## src/rtl/lsl_seq_unit.sv

```systemverilog
// Multi-cycle left shift / rotate unit: shifts one bit per clock and
// produces the result plus an updated [N,Z,C,V] flag nibble.
module lsl_seq_unit #(
    parameter int WIDTH = 32,
    parameter int N     = 4
) (
    input  logic             clk,
    input  logic             rst,
    input  logic             start,
    input  logic [WIDTH-1:0] in1,
    input  logic [N-1:0]     in2,
    input  logic             mode,
    input  logic             s,
    input  logic [3:0]       flag_in,
    output logic             busy,
    output logic             done,
    output logic [WIDTH-1:0] result,
    output logic [3:0]       new_flag
);

    localparam logic [1:0] S_IDLE  = 2'd0;
    localparam logic [1:0] S_SHIFT = 2'd1;
    localparam logic [1:0] S_DONE  = 2'd2;

    logic [1:0]       state;
    logic [WIDTH-1:0] sreg;
    logic [N-1:0]     cnt;
    logic             mode_q;
    logic             s_q;
    logic [3:0]       flag_q;
    logic             carry;

    always_ff @(posedge clk or posedge rst) begin
        if (rst) begin
            state    <= S_IDLE;
            sreg     <= '0;
            cnt      <= '0;
            mode_q   <= 1'b0;
            s_q      <= 1'b0;
            flag_q   <= '0;
            carry    <= 1'b0;
            result   <= '0;
            new_flag <= '0;
        end else begin
            case (state)
                S_IDLE: begin
                    if (start) begin
                        sreg   <= in1;
                        cnt    <= in2;
                        mode_q <= mode;
                        s_q    <= s;
                        flag_q <= flag_in;
                        carry  <= flag_in[1];
                        state  <= S_SHIFT;
                    end
                end
                S_SHIFT: begin
                    if (cnt != '0) begin
                        // Rotate refills with the bit leaving the top; shift fills with zero.
                        sreg  <= {sreg[WIDTH-2:0], mode_q ? sreg[WIDTH-1] : 1'b0};
                        carry <= sreg[WIDTH-1];
                        cnt   <= cnt - 1'b1;
                    end else begin
                        result   <= sreg;
                        new_flag <= s_q ? {sreg[WIDTH-1], (sreg == '0), carry, flag_q[0]}
                                        : flag_q;
                        state    <= S_DONE;
                    end
                end
                S_DONE:  state <= S_IDLE;
                default: state <= S_IDLE;
            endcase
        end
    end

    assign busy = (state == S_SHIFT);
    assign done = (state == S_DONE);

endmodule

```

## config.mk

```make
export PLATFORM = sky130hd
export DESIGN_NAME = lsl_seq_unit
export DESIGN_NICKNAME = d
export VERILOG_FILES = /design/src/rtl/lsl_seq_unit.sv
export SDC_FILE = /design/constraint.sdc
export NUM_CORES = 1
export LEC_CHECK = 0
export BUFFER_PORTS_ARGS = -buffer_cell sky130_fd_sc_hd__buf_2
export CAP_MARGIN = 15
export CORE_UTILIZATION = 45
export CTS_CLUSTER_SIZE = 16
export DETAILED_ROUTE_END_ITERATION = 8
export PLACE_DENSITY_LB_ADDON = 0.05
export SYNTH_ARGS = -nofsm -noshare
export SYNTH_HDL_FRONTEND = slang
export SYNTH_SLANG_ARGS = --single-unit
```

## constraint.sdc

```tcl
create_clock -name clk -period 3.87 [get_ports clk]
set_input_delay 0.1935 -clock clk [delete_from_list [all_inputs] [get_ports clk]]
set_output_delay 0.1935 -clock clk [all_outputs]
set_load 0.05 [all_outputs]
```

==> flow_summary.ini <==
[placement]
portBuffers = 82
place.gp.congestion = 0.755
hpwlAfterDp_um = 5050

[power]
power_frac_clock = 0.141
seqPwrFrac = 0.373
netSwitchingPower_mw = 2.05
cellLeakagePower_nw = 1.88
pwr-share-comb = 0.486
ir_worst_vdd_v = 0.000473
p_per_area_nw_per_um2 = 1040
cellInternalPower_mw = 2.29
swShare = 0.473

[clock_network]
cts.repair.resized = 0
clockRootBuffer = clkbuf_8
cts_sinks = 81
clock_latency_ns = 0.34
numCtsBuffers = 9
htreeDepth = 3
clk_pin_slew_worst_paths_ns = 0.08
cts.path.max_buffers = 2
tritoncts = built

[synth]
ys.flop_type = dfrtp_1
ys_types = 30
yosysTopAreaCell = dfrtp_1
synth_fp_nets = 367
syn_inst = 321
synthDominantCellAreaShare = 0.584
ys_warn_count = 0
synth-edff-count = 0
synth-seq-area-share = 0.584
synth_area_leaders = dfrtp_1, mux2_2, nand2_1
syn_avg_cell_area_um2 = 10.8
netlist_area_um2 = 3470
ys_seq_elements = 81
ys_async_sr_fraction = 1.00

[timing]
rsz0062_at_grt = false
hold_viol = 0
fin_tns_setup_ns = 0
maxSlewHeadroom = 0.581
min_period_over_period = 0.628
setup_viol = 0
finalCriticalPeriod_ns = 2.43
worstMarginPinSlew_ns = 0.627
hold_ws_ns = 0.0784
fmax_mhz = 411
fin_skew_ns = 0.00817
final_max_slew_viol_count = 0

[worst_setup_path]
critPathKind = flip-flop to flip-flop
ff2ff_setup_slack_ns = 1.44
worstSetupEndpointType = flip-flop
crit_path_max_fanout = 26
cp.buffers_inverters = 2
r2r-end = new_flag[2]
r2r_cells = 6
required_ns = 4.10
crit_chain = inv_1, ha_1, nor3b_1, nand2_2, buf_4, a211o_1
cpPeakStageDelay_ns = 0.51
critPathSlowestCell = nand2_2
crit_path_start_kind = flip-flop
crit_family = simple AND/OR/NAND/NOR gates
critPathArrivalTime_ns = 2.66
r2r_start = cnt[0]

[global_routing]
antenna_found_initial = 0
overflow = 0
grt_pass1_wl_um = 12600
grt_max_degree = 62
grt_pass1_vias = 2448
track_usage = 0.198

[hold_path]
min-delay-start = flag_in[0]
hold_class = input port to flip-flop
min_to = flag_q[0]
hold_depth = 2

[floorplan]
start_util = 0.471
die_y_um = 89.9
die_w_um = 89.9
row_count = 31
ios = 83
dieArea_um2 = 8070
core-area_um2 = 7370

[outcome]
status = finished, final reports clean

[route]
first_iter_violations = 143
route.detailed.drc = 0
drtPass1Iterations = 4
vias_per_cell = 5.16
wl_um = 7610
avgRoutedWirePerCell_um = 15.1
vias = 2606
final_antenna_net_count = 0

[finish]
final_common_cell = buf_2
area_delta_synth_final_pct = 19.9
n_antenna_cell = 0
nFillCells = 704
nets = 447
drive_gt1_frac = 0.362
most-common-layout-cells = buf_2, dfrtp_1, nand2_1, mux2_2, nor2_1

[run]
cap_violations = 0
==> worst max path at each step <==
| stage | endpoint | slack [ns] | startpoint | cells after the start |
|---|---|---|---|---|
| detailed placement | new_flag[2] | 1.42 | cnt[0] | 6 |
| CTS | new_flag[2] | 1.41 | cnt[0] | 6 |
| finish | new_flag[2] | 1.44 | cnt[0] | 6 |
| global route | new_flag[2] | 1.24 | cnt[0] | 6 |
| floorplan | carry | 1.60 | rst | 1 |
| global placement | new_flag[2] | 1.50 | cnt[0] | 6 |
==> Yosys cell counts (4+ instances only) <==
| master | n |
|---|---|
| buf_2 | 8 |
| nand3_1 | 5 |
| a31oi_1 | 33 |
| o21ai_0 | 4 |
| clkbuf_1 | 6 |
| inv_1 | 4 |
| nor2_1 | 35 |
| dfrtp_1 | 81 |
| buf_6 | 4 |
| mux2_2 | 39 |
| nor4_1 | 7 |
| nand2_1 | 70 |
==> registers in the layout, indices dropped and copies added, names as in the netlist <==
name / flops
state: 2
new_flag: 4
sreg: 32
flag_q: 4
result: 32
s_q: 1
carry: 1
cnt: 4
mode_q: 1
==> worst reg2reg max path, stage by stage (launching register included) <==
cell and delay (ns):
dfrtp_1 0.38, inv_1 0.09, ha_1 0.18, nor3b_1 0.47
nand2_2 0.51, buf_4 0.38, a211o_1 0.31
==> power groups by stage <==
stage               sequential (mW)  clock, mW  combinational, mW
finish                         1.62      0.612               2.11
global route                   1.68      0.670               2.29
CTS                            1.62      0.628               2.13
detailed placement             1.64          0               2.13
global placement               1.63          0               2.09
floorplan                      2.18          0               1.13
==> cells by family after synthesis <==
family	count (synthesis)	share of synthesized area
AO/OA/AOI/OAI	45	0.0818
XOR/XNOR	1	0.00252
adder cells (fa/ha/maj)	1	0.00360
buffers and inverters	25	0.0407
flip-flops	81	0.584
multiplexers	41	0.132
AND/OR/NAND/NOR	127	0.156
==> metrics by stage <==
step / utilization / worst slack (ns) / cells / total power [mW] / instance area [um^2]
5_1_grt: 0.565 / 1.24 / 505 / 4.64 / 4160
3_5_place_dp: 0.534 / 1.42 / 487 / 3.77 / 3940
4_1_cts: 0.561 / 1.41 / 503 / 4.38 / 4130
2_1_floorplan: - / 1.60 / 321 / 3.31 / 3470
3_3_place_gp: 0.534 / 1.50 / 487 / 3.72 / 3940
6_report: 0.565 / 1.44 / 505 / 4.33 / 4160
==> layout make-up <==
type	instances	area, um^2	share of cell area
Clock buffer	11	141	0.0340
Clock inverter	5	55.1	0.0132
Inverter	5	20.0	0.00481
Multi-Input combinational cell	215	1320	0.317
Sequential cell	81	2030	0.487
Tap cell	99	124	0.0297
Timing Repair Buffer	89	478	0.115
==> layer usage <==
layer,up-vias,GRT usage,routed length (um)
li1,1281,-,-
met1,1248,0.285,3600
met2,72,0.297,3570
met3,5,0.0601,405
met4,0,0.0403,44
met5,-,0,0
==> repair_timing <==
action,in CTS,in global routing
endpoints found under the hold margin,0,29
setup buffers,0,0
setup endpoints to repair,0,0
hold buffers,0,1
(Power assumes the default switching activity.)
